File: src/rtl/mult_hilo_ctrl.sv
// Issue-side sequencer for the iterative shift-add multiplier: launches MULT/MULTU, owns HI/LO.
// Optional signed support is compiled in with `define SIGNED_MULT_EN.
module mult_hilo_ctrl #(
  parameter int WIDTH = 32
) (
  input  logic               clk,
  input  logic               rst,
  input  logic               req,
  input  logic               is_signed,
  input  logic [WIDTH-1:0]   op_a,
  input  logic [WIDTH-1:0]   op_b,
  input  logic               mt_hi,
  input  logic               mt_lo,
  input  logic [WIDTH-1:0]   mt_data,
  input  logic               mf_req,
  output logic               mul_start,
  output logic [WIDTH-1:0]   mul_a,
  output logic [WIDTH-1:0]   mul_b,
  input  logic [2*WIDTH-1:0] mul_product,
  output logic [WIDTH-1:0]   hi,
  output logic [WIDTH-1:0]   lo,
  output logic               busy,
  output logic               done,
  output logic               stall
);

  localparam int CNT_W = (WIDTH > 1) ? $clog2(WIDTH) : 1;

  typedef enum logic [1:0] {
    S_IDLE  = 2'd0,
    S_START = 2'd1,
    S_RUN   = 2'd2,
    S_CAPT  = 2'd3
  } state_t;

  state_t             state_q;
  logic [CNT_W-1:0]   cnt_q;
  logic               mul_start_q;
  logic               busy_q;
  logic               done_q;
  logic [WIDTH-1:0]   mul_a_q;
  logic [WIDTH-1:0]   mul_b_q;
  logic [WIDTH-1:0]   hi_q;
  logic [WIDTH-1:0]   lo_q;

  logic [WIDTH-1:0]   a_mag_d;
  logic [WIDTH-1:0]   b_mag_d;
  logic [2*WIDTH-1:0] prod_fix_d;

`ifdef SIGNED_MULT_EN
  logic neg_d;
  logic neg_q;

  function automatic logic [WIDTH-1:0] abs_val(input logic [WIDTH-1:0] v);
    return v[WIDTH-1] ? (~v + {{(WIDTH-1){1'b0}}, 1'b1}) : v;
  endfunction

  // Magnitudes go to the unsigned multiplier; the result sign is restored at capture.
  always_comb begin
    if (is_signed) begin
      a_mag_d = abs_val(op_a);
      b_mag_d = abs_val(op_b);
      neg_d   = op_a[WIDTH-1] ^ op_b[WIDTH-1];
    end else begin
      a_mag_d = op_a;
      b_mag_d = op_b;
      neg_d   = 1'b0;
    end
    if (neg_q) begin
      prod_fix_d = ~mul_product + {{(2*WIDTH-1){1'b0}}, 1'b1};
    end else begin
      prod_fix_d = mul_product;
    end
  end

  always_ff @(posedge clk) begin
    if (rst) begin
      neg_q <= 1'b0;
    end else if (state_q == S_IDLE && req) begin
      neg_q <= neg_d;
    end else begin
      neg_q <= neg_q;
    end
  end
`else
  logic unused_is_signed;

  assign unused_is_signed = is_signed;
  assign a_mag_d          = op_a;
  assign b_mag_d          = op_b;
  assign prod_fix_d       = mul_product;
`endif

  always_ff @(posedge clk) begin
    if (rst) begin
      state_q     <= S_IDLE;
      cnt_q       <= '0;
      mul_start_q <= 1'b0;
      busy_q      <= 1'b0;
      done_q      <= 1'b0;
      mul_a_q     <= '0;
      mul_b_q     <= '0;
      hi_q        <= '0;
      lo_q        <= '0;
    end else begin
      done_q <= 1'b0;
      case (state_q)
        S_IDLE: begin
          // A request takes priority; a coincident MTHI/MTLO is dropped.
          if (req) begin
            mul_a_q     <= a_mag_d;
            mul_b_q     <= b_mag_d;
            mul_start_q <= 1'b1;
            busy_q      <= 1'b1;
            state_q     <= S_START;
          end else begin
            if (mt_hi) hi_q <= mt_data;
            if (mt_lo) lo_q <= mt_data;
          end
        end
        S_START: begin
          mul_start_q <= 1'b0;
          cnt_q       <= '0;
          state_q     <= S_RUN;
        end
        S_RUN: begin
          if (cnt_q == CNT_W'(WIDTH - 1)) begin
            state_q <= S_CAPT;
          end else begin
            cnt_q <= cnt_q + CNT_W'(1);
          end
        end
        S_CAPT: begin
          {hi_q, lo_q} <= prod_fix_d;
          busy_q       <= 1'b0;
          done_q       <= 1'b1;
          state_q      <= S_IDLE;
        end
        default: begin
          mul_start_q <= 1'b0;
          busy_q      <= 1'b0;
          state_q     <= S_IDLE;
        end
      endcase
    end
  end

  assign mul_start = mul_start_q;
  assign mul_a     = mul_a_q;
  assign mul_b     = mul_b_q;
  assign hi        = hi_q;
  assign lo        = lo_q;
  assign busy      = busy_q;
  assign done      = done_q;
  assign stall     = busy_q & (req | mt_hi | mt_lo | mf_req);

endmodule

File: config.mk
export PLATFORM = sky130hd
export DESIGN_NAME = mult_hilo_ctrl
export DESIGN_NICKNAME = d
export VERILOG_FILES = /design/src/rtl/mult_hilo_ctrl.sv
export SDC_FILE = /design/constraint.sdc
export NUM_CORES = 1
export LEC_CHECK = 0
export BUFFER_PORTS_ARGS = -buffer_cell sky130_fd_sc_hd__buf_4
export CAP_MARGIN = 15
export CORE_MARGIN = 3
export CORE_UTILIZATION = 47
export CTS_CLUSTER_SIZE = 28
export DETAILED_ROUTE_END_ITERATION = 7
export HOLD_SLACK_MARGIN = 0.06
export PLACE_DENSITY_LB_ADDON = 0.08
export SYNTH_ARGS = -nofsm -noshare
export SYNTH_HDL_FRONTEND = slang
export SYNTH_SLANG_ARGS = --single-unit
File: constraint.sdc
create_clock -name clk -period 2 [get_ports clk]
set_input_delay 0.3 -clock clk [delete_from_list [all_inputs] [get_ports clk]]
set_output_delay 0.3 -clock clk [all_outputs]
set_load 0.01 [all_outputs]
==> results of run 1 <==
[logic make-up after synthesis]
group,count (synthesis)
multiplexers,65
buffers and inverters,132
flip-flops,138
adder cells (fa/ha/maj),6
AND/OR/NAND/NOR,154
AO/OA/AOI/OAI,212
[where the power goes]
| group | internal, mW | switching (mW) | total [mW] | leakage [nW] |
|---|---|---|---|---|
| Sequential | 3.71 | 0.527 | 4.24 | 1.14 |
| Combinational | 2.77 | 3.48 | 6.25 | 2.54 |
| Clock | 2.11 | 1.13 | 3.24 | 0.299 |
[worst register-to-register path, cell delays in order (launching register included)]
cell and delay [ns]:
dfxtp_1 0.38, ha_2 0.23, buf_12 0.28, mux2_2 0.42, a211oi_1 0.31, a211oi_1 0.10
[synth_stat cells]
library cell and instances:
dfxtp_1 138, nand2_1 135, a211oi_1 84, a21oi_1 74
inv_1 68, mux2_1 49, a211oi_2 44, clkbuf_1 29
buf_2 18, mux2_2 16, buf_6 13, o21ai_0 7
ha_1 6, nand2b_1 6, nor2_1 3, a21o_4 2
and2_1 2, buf_1 2, buf_4 2, nor2b_1 2
nor3_1 2, and3_1 1, nand2b_4 1, nand3_1 1
nand4b_1 1, o41a_1 1
[cell type report]
class | instances | area, um2
repair buffers | 311 | 2410
well taps | 176 | 220.2
multi-input cells | 437 | 3068
fillers | 1067 | 4029
clock inverters | 9 | 145.1
flip-flops and latches | 138 | 2763
inverters | 68 | 255.2
clock buffers | 23 | 457.9
[how the worst max path moves through the flow]
stage / start / to / slack, ns / depth (start not counted)
finish: state_q[0] / lo[9] / 0.14 / 5
detailed placement: state_q[0] / hi[24] / 0.20 / 5
floorplan: state_q[0] / hi[10] / 0.42 / 6
global route: state_q[0] / lo[9] / 0.03 / 5
global placement: state_q[0] / hi[22] / 0.25 / 5
CTS: state_q[0] / lo[9] / 0.15 / 5
[layer usage]
layer	up-vias	global-route usage [%]	share of wire, %
met5	-	0	0
li1	2970	-	-
met2	209	41.92	50
met4	0	8.927	2.0
met3	27	8.966	8.8
met1	2790	27.14	39
[stage by stage]
| stage | setup slack, ns | hold slack [ns] |
|---|---|---|
| after global placement | 0.2480 | 0.4433 |
| after detailed placement | 0.2036 | 0.4455 |
| after CTS | 0.1478 | 0.1100 |
| final | 0.1439 | 0.1304 |
| after global routing | 0.02868 | 0.1143 |
| after floorplan | 0.4177 | 0.4360 |
[flip-flops by register name (all words and copies together) (netlist names)]
name,cells
busy,1
cnt_q,5
done,1
hi,32
lo,32
mul_a,32
mul_b,32
mul_start,1
state_q,2
==> metrics.txt, run 1 <==
drt first pass iters=4; Core Util, Final=69.82%; placement-stage cell area=8716 um2; Total Power=13.73 mW; Top delay family on crit path=compound AO/OA/AOI/OAI gates; post-synthesis area per instance=9.116 um2; syn nets=880; Synth Area in Adders=1.165%; TritonCTS clock tree=done; Residual DRC=0; Initial Util=48.28%; final critical-path share of the clock period=92.81%; RePlAce Congestion=0.7976; Hold Crit Start=op_b[30]; setup_tns=0 ns; final net count=1,146; Crit path required time=2.28 ns; total die area=15,150 um2; worst r2r dst=lo[9]; Antenna Cells=0; cell taking the most area after synthesis=dfxtp_1; post-layout min period=1.856 ns; Setup crit start kind=flip-flop; Final Cell Area=9319 um2; synthesized area=6445 um2; top cells by area, synth=dfxtp_1 (43%), a211oi_1 (9.8%), mux2_1 (8.6%); Critical Path, Cell by Cell=ha_2 > buf_12 > mux2_2 > a211oi_1 > a211oi_1; worst path bufs/invs=1; Hold Crit Class=in -> reg; Max VDD drop=1089 uV; hold-fix buffers at CTS=0; Total GRT Usage=24.17%; MaxCap Viol Count=0; Max Clk Rate=538.8 MHz; Max Slew Vio Count=0; Die Ht=123.1 um; worst reg2reg startpoint=state_q[0]; Compound-Gate Fraction of Synth Area=25.26%; first-pass GRT wire length=28,740 um; Post-Synthesis Cells=707; reg2reg path depth=5; Post-CTS Setup Bufs=0; Inst Count DP=1,130; Synth warnings=0; Row Count=42; CP Capture Type=flip-flop; CP max stage delay=0.40 ns; final wirelength=19,050 um; Worst Skew=0.004576 ns; clock root cell=clkbuf_16; initial antenna violation count=0; leading cell type in the layout, fill and taps excluded=buf_4; CP Class=reg -> reg; Worst R2R Setup Slack=0.14 ns; total congestion overflow=0; PD cells=1473 nW/um2; Worst Tran Pin Value=0.5127 ns; CORE AREA=13,350 um2; vias=5,996; Arr. time, crit path=2.13 ns; most frequent cells in the layout=buf_4 (305), dfxtp_1 (138), nand2_1 (134), a211oi_1 (84), a21oi_1 (74); status=finished clean; worst skew pair latency=0.41 ns; Routed WL per cell=16.40 um; Resized Gates After CTS=0; number of global-route vias before repair=5,829; unrepaired setup endpoints after global routing=false; main combinational cell family by area after synthesis=compound AO/OA/AOI/OAI gates; hold depth=3; Yosys top cell area share=42.87%; H-Tree Level Count=4; Finished Layout Cells=1,162; simple-gate share of the synthesized area=9.687%; endpoints failing setup=0; crit path max fanout=60; Seq/Total Area, Yosys=42.87%; Synth Area in XOR/XNOR=0%; DR vias/cell=5.160; 1st-iter DRT viols=390; Fin. Hold Viols=0; mux contribution to synthesized area=11.36%; die width=123.1 um; #FFs+latches synth=138; clock sinks=138; Pleak=3.976 nW; largest net degree at the start of global routing=67; Port Buf Inserts=297; CTS Buf Count=17; Hold Path End=mul_b[30]; Max-Slew Margin vs Limit=65.82%; share of cells above drive strength 1=41.08%; clock buffer depth=2; Layout area overhead=44.59%; post-synth cell types=26; Slowest cell on crit path=mux2_2; IO Pins=299; cell mode on critical path=a211oi_1; post-DP HPWL=13,940 um; Worst-path clk slew=0.06 ns; Final ANT Viol Nets=0
Power figures use the tool's default switching activity.
==> inputs of run 2 (changes only) <==
Settings changed: CORE_UTILIZATION 47 to 25.
==> metrics.txt, run 2 (synthesis results as in run 1) <==
Layout fillers=2,649; Critical Path, Cell by Cell=ha_2 > buf_12 > buf_12 > mux2_1 > a211oi_1 > a211oi_2; PD cells=1459 nW/um2; Residual DRC=0; Pleak=4.015 nW; CP max stage delay=0.39 ns; Final ANT Viol Nets=0; CTS Buf Count=17; hold depth=3; Max Clk Rate=532.1 MHz; endpoints failing setup=0; largest net degree at the start of global routing=65; Worst R2R Setup Slack=0.12 ns; leading cell type in the layout, fill and taps excluded=buf_4; smallest setup slack after layout=0.1205 ns; clock root cell=clkbuf_16; Worst Skew=0.009768 ns; crit path max fanout=28; Arr. time, crit path=2.16 ns; clock sinks=138; most frequent cells in the layout=buf_4 (306), dfxtp_1 (138), nand2_1 (134), a211oi_1 (80), a21oi_1 (74); Hold Crit Start=op_a[23]; first-pass GRT wire length=34,620 um; worst reg2reg startpoint=state_q[0]; worst r2r dst=hi[30]; H-Tree Level Count=4; reg2reg path depth=6; vias=5,897; Setup crit start kind=flip-flop; drt first pass iters=6; MaxCap Viol Count=0; final critical-path share of the clock period=93.97%; IO Pins=299; cell mode on critical path=buf_12; die width=166.6 um; Max-Slew Margin vs Limit=62.22%; Crit path required time=2.28 ns; setup slack at placement=0.1236 ns; Die Ht=166.6 um; Worst-path clk slew=0.07 ns; unrepaired setup endpoints after global routing=false; share of cells above drive strength 1=42.28%; CORE AREA=25,250 um2; final net count=1,151; placement-stage cell area=8996 um2; clock buffer depth=2; Slowest cell on crit path=dfxtp_1; post-layout min period=1.879 ns; total congestion overflow=0; Hold Crit Class=in -> reg; 1st-iter DRT viols=202; Layout area overhead=49.27%; Max Slew Vio Count=0; Routed WL per cell=16.85 um; CP Class=reg -> reg; Final Cell Area=9620 um2; Total GRT Usage=15.53%; post-DP HPWL=15,730 um; hold-fix buffers at CTS=0; Initial Util=25.52%; Hold Path End=mul_a[23]; initial antenna violation count=0; DR vias/cell=4.464; Worst Tran Pin Value=0.5668 ns; RePlAce Congestion=0.7692; number of global-route vias before repair=5,831; worst skew pair latency=0.42 ns; Antenna Cells=0; total die area=27,740 um2; Port Buf Inserts=297; final wirelength=22,260 um; Row Count=58; Crit. Startpoint=state_q[0]; Max VDD drop=645.6 uV; status=finished clean; TritonCTS clock tree=done; CP Capture Type=flip-flop; setup_tns=0 ns; Fin. Hold Viols=0
==> run 2: cell count changes in the layout (fill, tap and decap cells not counted), sizes merged <==
cell | before | now
clkinv | 5 | 3
clkbuf | 23 | 17
bufinv | 4 | 2
buf | 311 | 316
inv | 68 | 76
clkinvlp | 0 | 2
==> run 2: power breakdown <==
part           switching (mW)  internal (mW)
Clock                    1.40           1.89
Sequential              0.504           3.71
Combinational            3.67           2.86
Total                    5.57           8.46
==> run 2: per-layer routing <==
metal	routed length (um)	vias up	GRT usage, %
met5	0	-	0
met4	397	0	4.627
li1	-	2982	-
met2	10300	186	24.66
met3	1672	22	5.436
met1	9888	2707	19.96
==> run 2: stage by stage <==
step | instances | total power, mW | util (%) | hold WS, ns
2_1_floorplan | 707 | 8.166 | - | 0.4360
3_3_place_gp | 1289 | 10.89 | 35.62 | 0.4424
3_5_place_dp | 1289 | 10.90 | 35.62 | 0.4478
4_1_cts | 1321 | 14.27 | 38.02 | 0.09741
5_1_grt | 1321 | 15.03 | 38.09 | 0.1056
6_report | 1321 | 14.03 | 38.09 | 0.1199
==> run 2: cell type report <==
class	instances	area [um2]	share of cell area, %
Multi-Input combinational cell	437	3088	32.10
Sequential cell	138	2763	28.72
Timing Repair Buffer	316	2497	25.96
Clock buffer	17	425.4	4.422
Tap cell	330	412.9	4.292
Inverter	68	255.2	2.653
Clock inverter	15	178.9	1.860
==> run 2: worst max path at each step <==
stage / end / cells past startpoint / slack (ns)
detailed placement: hi[24] / 6 / 0.12
global placement: hi[30] / 6 / 0.12
finish: hi[30] / 6 / 0.12
global route: lo[24] / 6 / 0.0004
floorplan: hi[10] / 6 / 0.42
CTS: hi[30] / 6 / 0.10
==> run 2: repair_timing <==
action / CTS / global route
buffers inserted: 0 / 0
setup endpoints to repair: 0 / 4
resized for setup: 0 / 4
==> run 2: critical path, delay by kind of cell (launching register included) <==
family | cells | cell delay, ns
DFF | 1 | 0.39
buffers and inverters | 2 | 0.38
AOI/OAI and AO/OA | 2 | 0.37
adders and majority gates | 1 | 0.25
muxes | 1 | 0.33
==> inputs of run 3 (changes only) <==
Settings changed: CELL_PAD_IN_SITES_DETAIL_PLACEMENT set to 1, CELL_PAD_IN_SITES_GLOBAL_PLACEMENT set to 2, RECOVER_POWER set to 50, TNS_END_PERCENT set to 5.
==> metrics.txt, run 3 (synthesis results as in run 1) <==
status=finished clean; 1st-iter DRT viols=207; Resized Gates After CTS=0; MaxCap Viol Count=0; share of cells above drive strength 1=28.70%; initial antenna violation count=0; Max Slew Vio Count=0; Total GRT Usage=16.15%; Antenna Cells=0; IO Pins=299; Port Buf Inserts=297; largest net degree at the start of global routing=45; Residual DRC=0; smallest setup slack after layout=0.2337 ns; Post-CTS Setup Bufs=0; setup_tns=0 ns; TritonCTS clock tree=done; Pleak=3.490 nW; Layout area overhead=42.05%; clock sinks=138; leading cell type in the layout, fill and taps excluded=buf_4; Worst-path clk slew=0.07 ns; final net count=1,153; final wirelength=22,990 um; Inst Count DP=1,291; PD cells=1479 nW/um2; first-pass GRT wire length=35,740 um; Crit path required time=2.28 ns; post-DP HPWL=16,530 um; post-layout min period=1.766 ns; Reg power frac=30.9%; Combinational Power Share=43.8%; DR vias/cell=4.491; setup slack at placement=0.2295 ns; Max VDD drop=851.9 uV; Finished Layout Cells=1,323; Max Clk Rate=566.1 MHz; CP Class=reg -> reg; drt first pass iters=5; Total Power=13.54 mW; CP Capture Type=flip-flop; clock share of power=25.3%; Routed WL per cell=17.38 um; Final ANT Viol Nets=0; Psw=5.536 mW; Initial Util=25.52%; vias=5,942; CORE AREA=25,250 um2; hold-fix buffers at CTS=0; Int Pwr=8.001 mW; H-Tree Level Count=4; Max-Slew Margin vs Limit=61.91%; Fin. Hold Viols=0; Hold Crit Class=in -> reg; Arr. time, crit path=2.05 ns; worst skew pair latency=0.42 ns; Row Count=58; number of global-route vias before repair=6,204; final critical-path share of the clock period=88.32%; endpoints failing setup=0; crit path max fanout=31; die width=166.6 um; Worst Tran Pin Value=0.5714 ns; RePlAce Congestion=0.7442; Die Ht=166.6 um; CTS Buf Count=17; Worst Skew=0.008847 ns; clock root cell=clkbuf_16; placement-stage cell area=9021 um2; total die area=27,740 um2; switching part of the total=40.89%; most frequent cells in the layout=buf_4 (176), dfxtp_1 (138), nand2_1 (134), clkbuf_1 (132), a211oi_1 (84); Setup crit start kind=flip-flop; total congestion overflow=0; unrepaired setup endpoints after global routing=false; clock buffer depth=2; Final Cell Area=9155 um2
## run 3: cell count changes in the layout (fill, tap and decap cells not counted), sizes merged
cell,change
buf,-130
bufinv,+1
clkbuf,+134
clkinv,-3
clkinvlp,+1
inv,-1
## run 3: final cells by class
type	instances	area (um2)
fillers	2992	16100
multi-input cells	437	3078
flip-flops and latches	138	2763
repair buffers	318	2017
clock buffers	19	452.9
well taps	330	412.9
inverters	68	255.2
clock inverters	13	176.4
## run 3: worst paths after layout
| path | end | slack [ns] | startpoint | cells after the start |
|---|---|---|---|---|
| worst max-delay path | hi[19] | 0.23 | state_q[0] | 5 |
| worst min-delay path | mul_a[13] | 0.12 | op_a[13] | 3 |
| worst max register to register | hi[19] | 0.23 | state_q[0] | 5 |
| worst min register to register | mul_b[12] | 0.45 | mul_b[12] | 2 |
## run 3: worst max-delay path: stages (launching register included)
cell and delay (ns):
dfxtp_1 0.43, ha_4 0.20, buf_12 0.21, mux2_1 0.37, a211oi_1 0.33, a211oi_2 0.08
## run 3: power groups by stage
stage                     logic, mW  clock network, mW  registers (mW)
after CTS                      6.78               3.56            4.22
after global routing           6.58               3.67            4.32
after detailed placement       6.76                  0            4.28
final                          5.93               3.42            4.18
after global placement         6.74                  0            4.24
after floorplan                3.52                  0            4.64
## run 3: stage by stage
step / hold WS (ns) / util [%]
final: 0.1217 / 36.25
after global placement: 0.4431 / 35.72
after detailed placement: 0.4472 / 35.72
after floorplan: 0.4360 / -
after CTS: 0.09620 / 38.21
after global routing: 0.1022 / 36.25
## run 3: layer usage
metal,vias up,GRT usage (%),share of wire (%)
met1,2762,20.34,45
met5,-,0,0
met4,0,4.340,1.4
met2,180,26.69,47
met3,21,5.246,6.8
li1,2979,-,-
